[config.mk]
export PLATFORM = sky130hd
export DESIGN_NAME = alu_exec_ctrl
export DESIGN_NICKNAME = d
export VERILOG_FILES = /design/src/rtl/alu_pkg.sv /design/src/rtl/alu_exec_ctrl_decode.sv /design/src/rtl/alu_exec_ctrl.sv
export SDC_FILE = /design/constraint.sdc
export NUM_CORES = 1
export LEC_CHECK = 0
export CORE_UTILIZATION = 25
export CTS_CLUSTER_SIZE = 40
export DETAILED_ROUTE_END_ITERATION = 6
export GPL_TIMING_DRIVEN = 0
export HOLD_SLACK_MARGIN = 0.08
export PLACE_DENSITY = 0.39
export SLEW_MARGIN = 15
export SYNTH_ARGS = -nofsm -noshare
export SYNTH_HDL_FRONTEND = slang
export SYNTH_SLANG_ARGS = --single-unit
[constraint.sdc]
create_clock -name clk -period 7.1 [get_ports clk]
set_clock_uncertainty 0.05 [all_clocks]
set_input_delay 0.71 -clock clk [delete_from_list [all_inputs] [get_ports clk]]
set_output_delay 0.71 -clock clk [all_outputs]
set_load 0.005 [all_outputs]
[src/rtl/alu_pkg.sv]
// Shared encodings for the EX-stage ALU control/execute block.
package alu_pkg;

   // ALUOp codes from the main control unit
   localparam logic [1:0] ALUOP_LS  = 2'b00;
   localparam logic [1:0] ALUOP_BR  = 2'b01;
   localparam logic [1:0] ALUOP_R   = 2'b10;
   localparam logic [1:0] ALUOP_MUL = 2'b11;

   // ALU control codes
   localparam logic [3:0] ALUC_AND = 4'b0000;
   localparam logic [3:0] ALUC_OR  = 4'b0001;
   localparam logic [3:0] ALUC_ADD = 4'b0010;
   localparam logic [3:0] ALUC_SLT = 4'b0011;
   localparam logic [3:0] ALUC_MUL = 4'b0100;
   localparam logic [3:0] ALUC_XOR = 4'b0101;
   localparam logic [3:0] ALUC_SLL = 4'b0110;
   localparam logic [3:0] ALUC_SUB = 4'b1010;
   localparam logic [3:0] ALUC_ILL = 4'b1111;

   // R-format function codes
   localparam logic [3:0] FUNCT_AND = 4'b0000;
   localparam logic [3:0] FUNCT_OR  = 4'b0001;
   localparam logic [3:0] FUNCT_ADD = 4'b0010;
   localparam logic [3:0] FUNCT_SUB = 4'b0011;
   localparam logic [3:0] FUNCT_SLT = 4'b0100;
   localparam logic [3:0] FUNCT_XOR = 4'b0110;
   localparam logic [3:0] FUNCT_SLL = 4'b0111;

   // Opcode selecting MUL when ALUOp=11
   localparam logic [3:0] OPC_MUL = 4'b0110;

   // Execution FSM states
   typedef enum logic [1:0] {
      ST_IDLE = 2'b00,
      ST_MUL  = 2'b01,
      ST_HOLD = 2'b10
   } state_e;

   // Decoded operation payload
   typedef struct packed {
      logic [3:0] alu_ctrl;
      logic       illegal;
      logic       is_mul;
   } dec_t;

endpackage

[src/rtl/alu_exec_ctrl_decode.sv]
// Combinational ALU-control decoder: {alu_op, funct, opcode} -> control code.
module alu_ctrl_decode
   import alu_pkg::*;
#(
   parameter bit MUL_EN = 1'b1
) (
   input  logic [1:0] alu_op,
   input  logic [3:0] funct,
   input  logic [3:0] opcode,
   output logic [3:0] alu_ctrl,
   output logic       illegal,
   output logic       is_mul
);

   // Full decode; anything not listed falls through to the illegal code
   always_comb begin
      alu_ctrl = ALUC_ILL;
      case (alu_op)
         ALUOP_LS: alu_ctrl = ALUC_ADD;
         ALUOP_BR: alu_ctrl = ALUC_SUB;
         ALUOP_R: begin
            case (funct)
               FUNCT_AND: alu_ctrl = ALUC_AND;
               FUNCT_OR:  alu_ctrl = ALUC_OR;
               FUNCT_ADD: alu_ctrl = ALUC_ADD;
               FUNCT_SUB: alu_ctrl = ALUC_SUB;
               FUNCT_SLT: alu_ctrl = ALUC_SLT;
               FUNCT_XOR: alu_ctrl = ALUC_XOR;
               FUNCT_SLL: alu_ctrl = ALUC_SLL;
               default:   alu_ctrl = ALUC_ILL;
            endcase
         end
         ALUOP_MUL: begin
            if (MUL_EN && (opcode == OPC_MUL)) alu_ctrl = ALUC_MUL;
         end
         default: alu_ctrl = ALUC_ILL;
      endcase
   end

   assign illegal = (alu_ctrl == ALUC_ILL);
   assign is_mul  = (alu_ctrl == ALUC_MUL);

endmodule

[src/rtl/alu_exec_ctrl.sv]
// EX-stage ALU: decode, single-cycle ops and iterative shift-add MUL behind valid/ready.
module alu_exec_ctrl
   import alu_pkg::*;
#(
   parameter int unsigned WIDTH  = 16,
   parameter bit          MUL_EN = 1'b1
) (
   input  logic             clk,
   input  logic             rst_n,
   input  logic             in_valid,
   output logic             in_ready,
   input  logic [1:0]       alu_op,
   input  logic [3:0]       funct,
   input  logic [3:0]       opcode,
   input  logic [WIDTH-1:0] op_a,
   input  logic [WIDTH-1:0] op_b,
   output logic             out_valid,
   input  logic             out_ready,
   output logic [WIDTH-1:0] result,
   output logic [WIDTH-1:0] result_hi,
   output logic             zero,
   output logic [3:0]       alu_ctrl,
   output logic             illegal
);

   localparam int unsigned SH_W = $clog2(WIDTH);

   state_e             state_q, state_d;
   dec_t               dec;
   logic               accept;
   logic [WIDTH-1:0]   alu_res;

   logic [WIDTH-1:0]   res_lo_q, res_lo_d;
   logic [WIDTH-1:0]   res_hi_q, res_hi_d;
   logic               zero_q, zero_d;
   logic [3:0]         ctrl_q, ctrl_d;
   logic               ill_q, ill_d;

   logic [WIDTH-1:0]   mcand_q, mcand_d;
   logic [2*WIDTH-1:0] prod_q, prod_d;
   logic [SH_W-1:0]    cnt_q, cnt_d;
   logic [WIDTH:0]     addend;
   logic [WIDTH:0]     step_sum;
   logic [2*WIDTH-1:0] step_prod;
   logic               mul_last;

   alu_ctrl_decode #(.MUL_EN(MUL_EN)) u_decode (
      .alu_op   (alu_op),
      .funct    (funct),
      .opcode   (opcode),
      .alu_ctrl (dec.alu_ctrl),
      .illegal  (dec.illegal),
      .is_mul   (dec.is_mul)
   );

   // FSM state register
   always_ff @(posedge clk or negedge rst_n) begin
      if (!rst_n) state_q <= ST_IDLE;
      else        state_q <= state_d;
   end

   // FSM next-state logic
   always_comb begin
      state_d = state_q;
      case (state_q)
         ST_IDLE: if (in_valid) state_d = dec.is_mul ? ST_MUL : ST_HOLD;
         ST_MUL:  if (mul_last) state_d = ST_HOLD;
         ST_HOLD: begin
            if (out_ready) begin
               if (in_valid) state_d = dec.is_mul ? ST_MUL : ST_HOLD;
               else          state_d = ST_IDLE;
            end
         end
         default: state_d = ST_IDLE;
      endcase
   end

   // FSM outputs: handshake strobes
   always_comb begin
      in_ready  = 1'b0;
      out_valid = 1'b0;
      case (state_q)
         ST_IDLE: in_ready = 1'b1;
         ST_HOLD: begin
            in_ready  = out_ready;
            out_valid = 1'b1;
         end
         default: in_ready = 1'b0;
      endcase
   end

   assign accept   = in_valid & in_ready;
   assign mul_last = (state_q == ST_MUL) && (cnt_q == SH_W'(WIDTH - 1));

   // Single-cycle ALU on the live operands, captured only on accept
   always_comb begin
      alu_res = '0;
      case (dec.alu_ctrl)
         ALUC_AND: alu_res = op_a & op_b;
         ALUC_OR:  alu_res = op_a | op_b;
         ALUC_ADD: alu_res = op_a + op_b;
         ALUC_SUB: alu_res = op_a - op_b;
         ALUC_SLT: alu_res = WIDTH'($signed(op_a) < $signed(op_b));
         ALUC_XOR: alu_res = op_a ^ op_b;
         ALUC_SLL: alu_res = op_a << op_b[SH_W-1:0];
         default:  alu_res = '0;
      endcase
   end

   // One shift-add step: upper half accumulates, lower half holds remaining multiplier bits
   assign addend    = prod_q[0] ? {1'b0, mcand_q} : '0;
   assign step_sum  = {1'b0, prod_q[2*WIDTH-1:WIDTH]} + addend;
   assign step_prod = {step_sum, prod_q[WIDTH-1:1]};

   // Datapath next-state: capture on accept, iterate in MUL, freeze otherwise
   always_comb begin
      res_lo_d = res_lo_q;
      res_hi_d = res_hi_q;
      zero_d   = zero_q;
      ctrl_d   = ctrl_q;
      ill_d    = ill_q;
      mcand_d  = mcand_q;
      prod_d   = prod_q;
      cnt_d    = cnt_q;
      if (accept) begin
         ctrl_d = dec.alu_ctrl;
         ill_d  = dec.illegal;
         if (dec.is_mul) begin
            mcand_d = op_a;
            prod_d  = {WIDTH'(0), op_b};
            cnt_d   = '0;
         end else begin
            res_lo_d = alu_res;
            res_hi_d = '0;
            zero_d   = (alu_res == '0);
         end
      end else if (state_q == ST_MUL) begin
         prod_d = step_prod;
         cnt_d  = cnt_q + SH_W'(1);
         if (mul_last) begin
            res_lo_d = step_prod[WIDTH-1:0];
            res_hi_d = step_prod[2*WIDTH-1:WIDTH];
            zero_d   = (step_prod[WIDTH-1:0] == '0);
         end
      end
   end

   // Datapath registers
   always_ff @(posedge clk or negedge rst_n) begin
      if (!rst_n) begin
         res_lo_q <= '0;
         res_hi_q <= '0;
         zero_q   <= 1'b0;
         ctrl_q   <= 4'b0000;
         ill_q    <= 1'b0;
         mcand_q  <= '0;
         prod_q   <= '0;
         cnt_q    <= '0;
      end else begin
         res_lo_q <= res_lo_d;
         res_hi_q <= res_hi_d;
         zero_q   <= zero_d;
         ctrl_q   <= ctrl_d;
         ill_q    <= ill_d;
         mcand_q  <= mcand_d;
         prod_q   <= prod_d;
         cnt_q    <= cnt_d;
      end
   end

   assign result    = res_lo_q;
   assign result_hi = res_hi_q;
   assign zero      = zero_q;
   assign alu_ctrl  = ctrl_q;
   assign illegal   = ill_q;

endmodule

==> results.md <==
- Startpoint types: input pin
- Number of flops mapped to enable cells by yosys: 0
- Top Usage Layer GRT: met2
- Buffers on Ports: 84
- Ranking of synthesized cells by area: dfrtp_1 29%, ha_1 10%, nand2_1 6.6%, o21ai_0 4.6%, a21oi_1 3.6%
- Worst Path Class, Setup: in2reg
- GPL Wtd Cong: 0.892
- R2R Setup Slk: 3.78 ns
- Clk slew on worst S/H paths: 0.08 ns
- Worst R2R End: prod_q[29]
- Ys Warns: 0
- Number of distinct library cells after synthesis: 80
- Largest area contributor in the netlist: dfrtp_1
- H-tree lvl count: 3
- Die H: 180 um
- Antenna-violating nets left: 0
- PwrDens: 176 mW/mm2
- TritonCTS clock tree: yes
- Final Hold Viols: 0
- Failing checks: DRC
- Layout net count: 1170
- Total wire length: 32200 um
- Asr flop ratio synth: 1.00
- Starting Density: 0.256
- Syn_nets: 1074
- Internal Power: 0.00109 W
- Die area: 0.0322 mm2
- # diodes: 0
- Slowest CP cell: o41ai_1
- GRT met2 Usage: 0.354
- Reg power frac: 0.379
- Detailed placer's ending HPWL: 26000 um
- Core area: 0.0308 mm2
- Mapped Area: 0.00788 mm2
- Multi-input logic area: 0.00512 mm2
- Number of failing setup endpoints in the final timing report: 0
- Switching power: 0.000593 W
- Worst R2R Start: prod_q[0]
- Crit Path Max Fanout: 10
- Sequential element share of the synthesized area: 0.292
- Hold_ws: 0.221 ns
- Global Route met1 Usage: 0.255
- Post-CTS Resized: 0
- Vias in the first global route: 7876
- Routed WL per cell: 22.1 um
- Die width: 180 um
- Unrepaired setup endpoints after global routing: false
- Top-count cell post-synth: nand2_1
- GR Layer Usage met3: 0.0186
- Remaining Overflow, GRT: 0
- Cell row count: 64
- Number of synthesized register bits: 92
- CP Cell Sequence: clkdlybuf4s50_1 > buf_2 > inv_1 > fa_1 > and2b_1 > o21ai_0 > a31oi_1 > nor3_1 > nor2_1 > o41ai_1 > mux2i_1 > o21ai_0
- Worst VDD drop: 135 uV
- Final Power: 0.00168 W
- Syn avg cell area: 8.22 um2
- Clock share of power: 0.299
- Switching portion of total power: 0.352
- Outcome: finished with violations
- Post-synth top area share: 0.292
- Final period util: 0.696
- Fin crit period: 4.94 ns
- Worst slew margin: 0.198
- Pleak: 4.11 nW
- Deepest clock path buffer count: 2
- Syn Inst Count: 959
- CTS Hold Bufs: 0
- Setup repair bufs after CTS: 0
- Worst EP required: 7.31 ns
- Setup TNS: 0 ns
- Routed vias/inst: 5.27
- Clock Latency Late Sink: 0.35 ns
- Highest Clock Rate: 202 MHz
- Root buf cell: clkbuf_16
- Final Core Density: 0.310
- Area growth syn-to-layout: 21.1%
- Num Clock Sinks: 92
- Fillers: 3371
- Register area: 0.00230 mm2
- Gr usage total: 0.201
- Worst Max-Slew Pin Slew: 1.20 ns
- Layout cell share with drive strength beyond 1: 0.0708
- Synth Flop Type: dfrtp_1
- Critical path capture point type: flop
- Number of remaining DRC errors: 7
- Vias: 7677
- Hold Crit Class: in2async
- Worst reg2reg path depth: 12
- First-pass GRT wire length: 49300 um
- Slew Viols, Final: 0
- Num CTS Buffers: 9
- Post-route setup slack: 2.16 ns
- CP peak stage delay: 0.70 ns
- CP Data Arrival Time: 5.15 ns
- Pre-CTS setup slack: 1.86 ns
- Max capacitance violation total: 0
- Initial antenna violation count: 0
- Combinational group share of total power: 0.322
- Initial drt markers: 479
- Most common cell on crit path: o21ai_0
- Largest net degree at the start of global routing: 57
- Top Ports: 86
- Synth top cells by count: 138 x nand2_1, 92 x dfrtp_1, 72 x o21ai_0
- Initial DRT Pass Iterations: 7
## cell usage in the layout, fill, tap and decap left out, types with 5 or more instances in the layout
cell type,n
nand2_1,138
dfrtp_1,92
clkdlybuf4s50_1,83
o21ai_0,72
ha_1,66
nor2_1,61
a21oi_1,57
inv_1,56
clkbuf_1,35
nor3_1,27
nand3_1,24
and2_1,22
o31ai_1,19
a211oi_1,15
a21o_1,14
buf_2,13
a22oi_1,13
mux2_2,12
a221oi_1,12
mux4_2,11
nor2b_1,10
mux2i_1,10
nand4_1,10
nor4_1,10
clkbuf_16,9
and3_1,8
o22ai_1,8
xor2_1,8
xnor2_1,8
o211ai_1,7
o21bai_1,7
or3_1,7
buf_1,6
nand2b_1,6
a31oi_1,5
o21a_1,5
## sequential cells by signal, summed over array words and instances (netlist names)
register,count
state_q,2
cnt_q,4
prod_q,32
alu_ctrl,4
illegal,1
result,16
result_hi,16
zero,1
mcand_q,16
## critical path, delay by kind of cell
kind                     cells  cell delay, ns
buffers and inverters        3            1.23
AO/OA/AOI/OAI                4            1.57
AND/OR/NAND/NOR              3            0.85
multiplexers                 1            0.29
adder cells (fa/ha/maj)      1            0.50
## area by class of cell
cell class | count | share of cell area
Multi-Input combinational cell | 754 | 0.536
Timing Repair Buffer | 85 | 0.0911
Sequential cell | 92 | 0.241
Clock buffer | 10 | 0.0240
Buffer | 57 | 0.0265
Tap cell | 396 | 0.0519
Clock inverter | 6 | 0.00747
Inverter | 56 | 0.0220
## power groups by stage
stage / logic [W] / clock network [W] / registers [W]
floorplan: 0.000304 / 0 / 0.000635
CTS: 0.000543 / 0.000519 / 0.000639
detailed placement: 0.000541 / 0 / 0.000648
global placement: 0.000541 / 0 / 0.000649
finish: 0.000542 / 0.000503 / 0.000638
global route: 0.000596 / 0.000534 / 0.000647
## metrics by stage
| stage | instance area (um2) | std cells |
|---|---|---|
| after floorplan | 7880 | 959 |
| after global placement | 9220 | 1439 |
| after detailed placement | 9250 | 1440 |
| after CTS | 9550 | 1456 |
| after global routing | 9550 | 1456 |
| final | 9550 | 1456 |
## worst max path at each step
stage | start | endpoint | slack [ns] | cells after the start
6_report | op_b[1] | result[0] | 2.16 | 12
5_1_grt | op_b[1] | result[0] | 1.91 | 12
4_1_cts | op_b[1] | result[0] | 2.23 | 12
3_5_place_dp | op_b[1] | result[0] | 1.86 | 12
3_3_place_gp | rst_n | result[13] | 1.39 | 1
2_1_floorplan | op_b[2] | result[13] | 3.66 | 13
## layer usage
metal	wire [um]	vias up
met5	0	-
met3	972	42
li1	-	3661
met4	1000	0
met2	15700	227
met1	14500	3747
## cells by family after synthesis
logic type,synth area share
mux,0.0613
simple gates,0.217
xor+xnor,0.0178
fa+ha+maj,0.112
compound gates,0.240
flops,0.292
buf+inv,0.0587
Power figures use the tool's default switching activity.
